## config.mk

```make
export PLATFORM = sky130hd
export DESIGN_NAME = sweep_controller
export DESIGN_NICKNAME = d
export VERILOG_FILES = /design/src/rtl/sweep_controller.sv
export SDC_FILE = /design/constraint.sdc
export NUM_CORES = 1
export LEC_CHECK = 0
export ABC_CLOCK_PERIOD_IN_PS = 9100
export CORE_MARGIN = 2
export CORE_UTILIZATION = 40
export DETAILED_ROUTE_END_ITERATION = 7
export PLACE_DENSITY_LB_ADDON = 0.3
export SLEW_MARGIN = 20
export SYNTH_ARGS = -nofsm -noshare
export SYNTH_HDL_FRONTEND = slang
export SYNTH_SLANG_ARGS = --single-unit
```

## constraint.sdc

```tcl
create_clock -name clk -period 9.1 [get_ports clk]
set_input_delay 1.82 -clock clk [delete_from_list [all_inputs] [get_ports clk]]
set_output_delay 1.82 -clock clk [all_outputs]
set_load 0.01 [all_outputs]
```

## src/rtl/sweep_controller.sv

```systemverilog
// Frequency sweep controller: steps freq_cur once per millisecond between lo and hi
// in sawtooth-up, sawtooth-down or triangle fashion around freq_center.
module sweep_controller #(
   parameter int unsigned TICKS_PER_MS = 100000
) (
   input  logic        clk,
   input  logic        rst,
   input  logic [19:0] freq_center,
   input  logic [16:0] sweep_range,
   input  logic [12:0] sweep_speed,
   input  logic [1:0]  sweep_mode,
   output logic [19:0] freq_cur,
   output logic        sweep_active,
   output logic        sweep_wrap
);

   typedef enum logic [1:0] {IDLE, UP, DOWN} state_t;

   localparam int unsigned CW = $clog2(TICKS_PER_MS);
   localparam logic [20:0] F_MAX = 21'd999999;

   state_t          state_reg;
   logic [CW-1:0]   cnt_reg;
   logic [1:0]      mode_q;

   logic [20:0] center_w, range_w, speed_w, cur_w;
   logic [20:0] lo, hi, hi_raw, sum_w, lo_plus_w;
   logic        ms_tick, restart, hold_step;

   assign center_w  = {1'b0, freq_center};
   assign range_w   = {4'b0, sweep_range};
   assign speed_w   = {8'b0, sweep_speed};
   assign cur_w     = {1'b0, freq_cur};

   assign lo        = (center_w > range_w) ? center_w - range_w : 21'd1;
   assign hi_raw    = center_w + range_w;
   assign hi        = (hi_raw > F_MAX) ? F_MAX : hi_raw;
   assign sum_w     = cur_w + speed_w;
   assign lo_plus_w = lo + speed_w;

   assign ms_tick   = (cnt_reg == CW'(TICKS_PER_MS - 1));
   assign restart   = (sweep_mode != mode_q);
   // A zero step only forces wrap handling when the band has collapsed to one point.
   assign hold_step = (speed_w == 21'd0) && (lo != hi);

   assign sweep_active = (state_reg != IDLE);

   always_ff @(posedge clk) begin
      if (rst) begin
         state_reg  <= IDLE;
         freq_cur   <= 20'd0;
         cnt_reg    <= '0;
         mode_q     <= 2'b00;
         sweep_wrap <= 1'b0;
      end else begin
         mode_q     <= sweep_mode;
         sweep_wrap <= 1'b0;
         if (restart) begin
            cnt_reg <= '0;
            case (sweep_mode)
               2'b00: state_reg <= IDLE;
               2'b10: begin
                  state_reg <= DOWN;
                  freq_cur  <= hi[19:0];
               end
               default: begin
                  state_reg <= UP;
                  freq_cur  <= lo[19:0];
               end
            endcase
         end else if (state_reg == IDLE) begin
            freq_cur <= freq_center;
            cnt_reg  <= '0;
         end else begin
            cnt_reg <= ms_tick ? '0 : cnt_reg + CW'(1);
            if (ms_tick) begin
               if (hold_step) begin
                  freq_cur <= freq_cur;
               end else if (state_reg == UP) begin
                  if (sum_w < hi) begin
                     freq_cur <= sum_w[19:0];
                  end else begin
                     sweep_wrap <= 1'b1;
                     if (mode_q == 2'b11) begin
                        freq_cur  <= hi[19:0];
                        state_reg <= DOWN;
                     end else begin
                        freq_cur <= lo[19:0];
                     end
                  end
               end else begin
                  if (cur_w > lo_plus_w) begin
                     freq_cur <= freq_cur - sweep_speed;
                  end else begin
                     sweep_wrap <= 1'b1;
                     if (mode_q == 2'b11) begin
                        freq_cur  <= lo[19:0];
                        state_reg <= UP;
                     end else begin
                        freq_cur <= hi[19:0];
                     end
                  end
               end
            end else if (cur_w > hi) begin
               // Pull back inside the band after center/range edits mid-sweep.
               freq_cur <= hi[19:0];
            end else if (cur_w < lo) begin
               freq_cur <= lo[19:0];
            end
         end
      end
   end

endmodule

```

Word-level counts from Yosys, hierarchy flattened
Index checks and enable logic that the tools add are counted. Widths: inputs -> output; s select.

Register bits: 42. Bits in latches: 0. Bits in writable memories: 0. ROM bits: 0. Bits of input ports: 54. Output and inout port bits: 22. Logic and storage cells: 69. Memories kept: 0.

$add $sub $neg: 6. Multiply operators: 0. Div/mod/pow operators: 0. $lt $le $gt $ge: 6. Equality and inequality tests: 12. Shifts and indexed selects: 0. Muxes and demuxes: 27. Bitwise operators: 1. Reductions and logical operators: 12.

Operators by type and width (number): $mux 20 (11); $gt 20x21->1 (2); $mux 21 (2); $pmux 20 s2 (1); $add 20x13->21 (1); $add 20x17->21 (1); $add 21x13->21 (1); $gt 21x20->1 const B (1); $logic_not 21->1 (1); $lt 20x21->1 (1); $lt 21x21->1 (1); $ne 21x21->1 (1); $sub 20x17->21 (1); $gt 20x17->1 (1); $sub 20x13->20 (1); $mux 2 (9); $add 17x1->17 const B (1); $eq 17x17->1 const B (1); $ne 2x2->1 const B (3); $ne 3x3->1 const B (2); $reduce_and 6->1 (1); $reduce_bool 2->1 (3); $reduce_bool 5->1 (1); $reduce_or 5->1 (1); other kinds (11) (15).

Depth between registers and ports, before layout
Depth in word-level cells: 10. Depth in mapped cells: 38. Gate-level depth less buffers: 34.

Least setup slack after synthesis
OpenSTA, ideal clock, no wires.

Path type: input-to-reg. From: in sweep_range[14]. To: reg freq_cur[17]. Setup time: 0.086 ns. Arrival time: 8.354 ns. Data required time: 9.014 ns. Path slack: 0.661 ns. Stages on the path: 37. Buffers on the path: 4. Cell sequence: inv_1 -> ha_1 -> clkbuf_1 -> nand4_1 -> or4_1 -> o22a_1 -> o21a_1 -> clkbuf_1 -> clkbuf_1 -> nand2_1 -> inv_1 -> ha_1 -> a21o_1 -> a21oi_1 -> o21bai_1 -> a21oi_1 -> o21bai_1 -> a21oi_1 -> nor2b_1 -> o21a_1 -> o41ai_1 -> o21ai_0 -> nand2_1 -> xnor2_1 -> ha_1 -> nand4_1 -> nor2_1 -> nor2_1 -> nand3_1 -> a21oi_1 -> nor3_1 -> o21a_1 -> clkbuf_1 -> a21oi_1 -> a2111oi_0 -> nor3_1 -> a211oi_1.

Cells in the longest elaborated chain, start to end: 10. Elaborated cells on any way between the ends: 28. Those cells by class: add/sub (3); order compare (6); eq/ne (2); mux (14); reduce/logical (3).

RTL lines: start, declared (RTL line 9) `input logic [16:0] sweep_range,`; $sub 20x17->21 (tied with other cells) (RTL line 35) `assign lo = (center_w > range_w) ? center_w - range_w : 21'd1;`; $mux 21 / $gt 21x20->1 (equally long branches) (RTL line 35, 37); $add 21x13->21 / $mux 21 (equally long branches) (RTL line 39, 37); $gt 20x21->1 (tied with other cells) (RTL line 92) `if (cur_w > lo_plus_w) begin`; $mux 20 (on tied branches) (RTL line 92, 80); $mux 20 (RTL line 79) `end else if (state_reg == UP) begin`; $mux 20 (RTL line 77) `if (hold_step) begin`; $mux 20 (RTL line 76) `if (ms_tick) begin`; $mux 20 (RTL line 71) `end else if (state_reg == IDLE) begin`; $mux 20 (RTL line 58) `if (restart) begin`; end signal, assigned (RTL line 72) `freq_cur <= freq_center;`; end signal, assigned (RTL line 78) `freq_cur <= freq_cur;`; end signal, assigned (RTL line 81) `freq_cur <= sum_w[19:0];`; end, declared (RTL line 12) `output logic [19:0] freq_cur,`.

Several ways; a longest one is shown, not always the timed one. The select of a mux whose other input is x is not followed. A chain may end at the register's enable or synchronous reset.

Worst setup path after layout
From: in freq_center[1]. To: reg freq_cur[12].

Cells in the longest elaborated chain, start to end: 10. Elaborated cells on any way between the ends: 28. Those cells by class: add/sub (3); order compare (6); eq/ne (2); mux (14); reduce/logical (3).

RTL lines: start, declared (RTL line 8) `input logic [19:0] freq_center,`; $sub 20x17->21 (tied with other cells) (RTL line 35); $mux 21 / $gt 21x20->1 (equally long branches) (RTL line 35, 37); $add 21x13->21 / $mux 21 (equally long branches) (RTL line 39, 37); $gt 20x21->1 (tied with other cells) (RTL line 92); $mux 20 (on tied branches) (RTL line 92, 80); $mux 20 (RTL line 79); $mux 20 (RTL line 77); $mux 20 (RTL line 76); $mux 20 (RTL line 71); $mux 20 (RTL line 58).

Several ways; a longest one is shown, not always the timed one. The select of a mux whose other input is x is not followed.

==> out/summary.md <==
Route
- **violation count after the first detailed-route iteration** 1307
- **detailed route wirelength on metal3** 4.02 mm
- **number of design rule violations left after detail routing** 0
- **Total Routed Length** 44.0 mm
- **detailed-route via count** 12400
- **mean number of vias per cell** 6.24
- **top sig layer** met5
- **routed length on met2** 18.6 mm
- **average wire length per cell after detail routing** 22.2 um
- **Final ANT Viol Nets** 0
- **total routed wire length on the met1 layer** 19.6 mm
- **detailed-router iteration count before antenna repair** 5

Timing
- **number of hold violations in the final report** 0
- **final worst-path cycle share** 98.0%
- **Final setup violation count** 0
- **shortest clock period the worst path allows after layout** 8.92 ns
- **highest attainable clock frequency** 112 MHz
- **Least-Margin Pin Slew** 1.26 ns
- **final slew viol count** 0
- **worst clock skew** 0.00853 ns
- **post-route setup slack** 0.185 ns
- **RSZ-0062 raised after global routing** no
- **Max transition margin** 16.1%

Logic synthesis
- **Avg Synthesized Cell Area** 6.97 um2
- **Post-synth EDFFs** 0
- **largest family of logic cells by synthesized area** compound AO/OA/AOI/OAI gates
- **cell area after synthesis** 10900 um2
- **number of distinct library cell variants in the gate-level netlist after synthesis** 92
- **adder and majority cell fraction of the synthesized area** 18.5%
- **Cells after Synth** 1560
- **Yosys warning total** 0
- **sequential element share of the synthesized area** 7.74%
- **top cell type's share of synthesized area** 17.6%
- **basic-gate share of the synthesized area counting and, or, nand and nor cells** 25.1%
- **compound-cell area share of the yosys netlist** 31.9%
- **primary flip-flop cell chosen by synthesis mapping** dfxtp_1
- **XOR/XNOR share of the synthesized area** 7.98%
- **portion of netlist area occupied by mux cells** 1.87%
- **ys async rst share** 0%
- **top area cells in the synthesized netlist** ha_1 (18%), dfxtp_1 (7.7%), nor2_1 (5.5%), xnor2_1 (5.1%), a21oi_1 (5.1%)
- **Post-Syn Nets** 1772
- **area leader, netlist** ha_1
- **number of register bits inferred by synthesis** 42

Die
- **width of the die** 169 um
- **area inside the core boundary** 26800 um2
- **Core Rows** 60
- **I/O pin cnt** 76
- **effective utilization at floorplan** 40.5%
- **chip height** 169 um
- **floorplan die area** 28500 um2

GRT
- **vias in the first global route** 11700
- **number of antenna violations at the first check in global routing** 2
- **first-pass GRT wire length** 67.6 mm
- **grt ovf** 0
- **maximum number of pins on one net before global-route repair** 42
- **aggregate global-route resource usage** 30.3%

Setup path
- **Critical Setup Path Class** input port to flop
- **Worst Reg-to-Reg Cells** 24
- **arrival time at the worst endpoint** 9.08 ns
- **largest fanout on the critical path** 23
- **required time at the worst-slack endpoint** 9.27 ns
- **endpoint kind of the worst setup timing path** flop
- **CP Launch Type** input port

Place
- **pre-CTS setup slack** -0.183 ns
- **routability congestion estimate** 0.974
- **HPWL after DPL** 35.1 mm
- **PortBufs** 75

Final layout
- **fraction of final layout cells sized beyond drive strength 1** 8.47%
- **Filler Cells Inserted** 2738
- **top library cells by usage in the layout, fill and taps aside** nor2_1 (160), ha_1 (153), nand2_1 (128)
- **final layout net count** 1853
- **Largest register FFs** 20
- **leading cell type in the layout, fill and taps excluded** nor2_1
- **Layout area overhead** 15.8%

Power
- **Max VDD drop** 0.0724 mV
- **Power per Cell Area** 155 nW/um2
- **leakage power** 5.59 nW
- **total chip power** 1.95 mW

Clock tree
- **TritonCTS clock tree** yes
- **number of buffers created by CTS** 5
- **root buffer cell** clkbuf_16
- **Clock Tree Buf Depth** 2
- **clock insertion delay at the later pin of the skew report** 0.30 ns
- **CTS H-Tree Depth** 2
- **number of clock sinks** 42
- **clock transition at the registers of the reported paths** 0.07 ns
- **quantity of hold-fixing buffers added after cts** 0

Hold path
- **number of cells traversed by the worst hold path** 1
- **class of the most critical hold timing path** flop to flop

Flow run
- **Max-cap violations** 0

Run status
- **result of the run** complete, no violations

## through the flow
stage / area, um2 / std cells / hold slack, ns / util (%) / TNS, ns
2_1_floorplan: 10900 / 1560 / 0.430 / - / 0
3_3_place_gp: 12400 / 1974 / 0.444 / 46.1 / 0
3_5_place_dp: 12400 / 1974 / 0.454 / 46.1 / -1.04
4_1_cts: 12500 / 1982 / 0.470 / 46.7 / 0
5_1_grt: 12600 / 1983 / 0.530 / 47.0 / 0
6_report: 12600 / 1984 / 0.467 / 47.0 / 0
## synthesized netlist by cell type (5+ instances only)
master,instances
clkbuf_1,68
nor2b_1,36
dfxtp_1,42
nand2b_1,23
o31ai_1,11
o21ai_0,84
nor4_1,14
mux2i_1,18
o21a_1,19
a311oi_1,7
or2_2,7
a21oi_1,110
nor3b_1,6
o22ai_1,13
a31oi_1,21
and2_1,15
a2111oi_0,8
a221oi_1,10
a211o_1,5
o211ai_1,33
or3_1,22
a21o_1,37
nor2_1,160
o211a_1,6
xor2_1,36
inv_1,105
o21bai_1,16
ha_1,153
and3_1,7
nand2_1,128
a211oi_1,33
nor3_1,41
fa_1,5
or4_1,8
o32a_1,5
buf_2,6
xnor2_1,63
nand3_1,37
o21ba_2,5
nand4_1,27
o41ai_2,10
## repair_timing
item,4_1_cts,5_1_grt
gates resized for setup,0,11
setup endpoints to repair,0,22
buffers inserted,0,1
endpoints found under the hold margin,0,0
## power breakdown
part | switching (mW) | internal, mW
sequential | 0.0487 | 0.200
combinational | 0.888 | 0.594
clock | 0.0879 | 0.130
## cells by family (layout without fill, tap and decap cells)
| family | count (synthesis) | count (layout) |
|---|---|---|
| AO/OA/AOI/OAI | 496 | 496 |
| other | 1 | 2 |
| AND/OR/NAND/NOR | 556 | 556 |
| buffers and inverters | 188 | 270 |
| XOR/XNOR | 99 | 99 |
| multiplexers | 20 | 20 |
| flip-flops | 42 | 42 |
| adder cells (fa/ha/maj) | 158 | 158 |
## final timing paths
check             slack [ns]            to      startpoint
hold reg to reg         0.47    cnt_reg[0]      cnt_reg[0]
setup reg to reg        3.00  freq_cur[19]     freq_cur[0]
setup / recovery        0.18  freq_cur[12]  freq_center[1]
hold / removal          0.47    cnt_reg[0]      cnt_reg[0]
## critical path, cell delays in order
cell and delay, ns:
clkdlybuf4s50_1 0.62, inv_1 0.10, fa_1 0.50, nor2_1 0.26, o2111a_1 0.30, nor4_2 0.05
buf_4 0.17, xnor2_1 0.38, a32oi_1 0.22, or4b_4 0.59, a21o_1 0.34, nor2_1 0.31
inv_1 0.11, ha_1 0.31, a21o_1 0.19, a21o_1 0.17, a21o_1 0.20, a211oi_1 0.21
a31oi_1 0.19, o21ai_2 0.20, buf_4 0.24, buf_4 0.33, o21ai_0 0.25, a221oi_1 0.62
o211a_1 0.28, o41ai_2 0.08
## final cells by class
class | count | area [um2] | share of cell area [%]
Tap cell | 341 | 427 | 3.39
Sequential cell | 42 | 841 | 6.68
Clock inverter | 2 | 37.5 | 0.298
Multi-Input combinational cell | 1330 | 9370 | 74.4
Antenna cell | 1 | 2.50 | 0.0199
Inverter | 108 | 405 | 3.22
Timing Repair Buffer | 154 | 1380 | 11.0
Clock buffer | 6 | 129 | 1.02
## layer usage
| layer | vias up | track usage, % |
|---|---|---|
| met1 | 5779 | 42.7 |
| li1 | 5890 | - |
| met3 | 95 | 4.14 |
| met4 | 2 | 11.7 |
| met2 | 616 | 46.7 |
| met5 | - | 0 |
(Power assumes the default switching activity.)
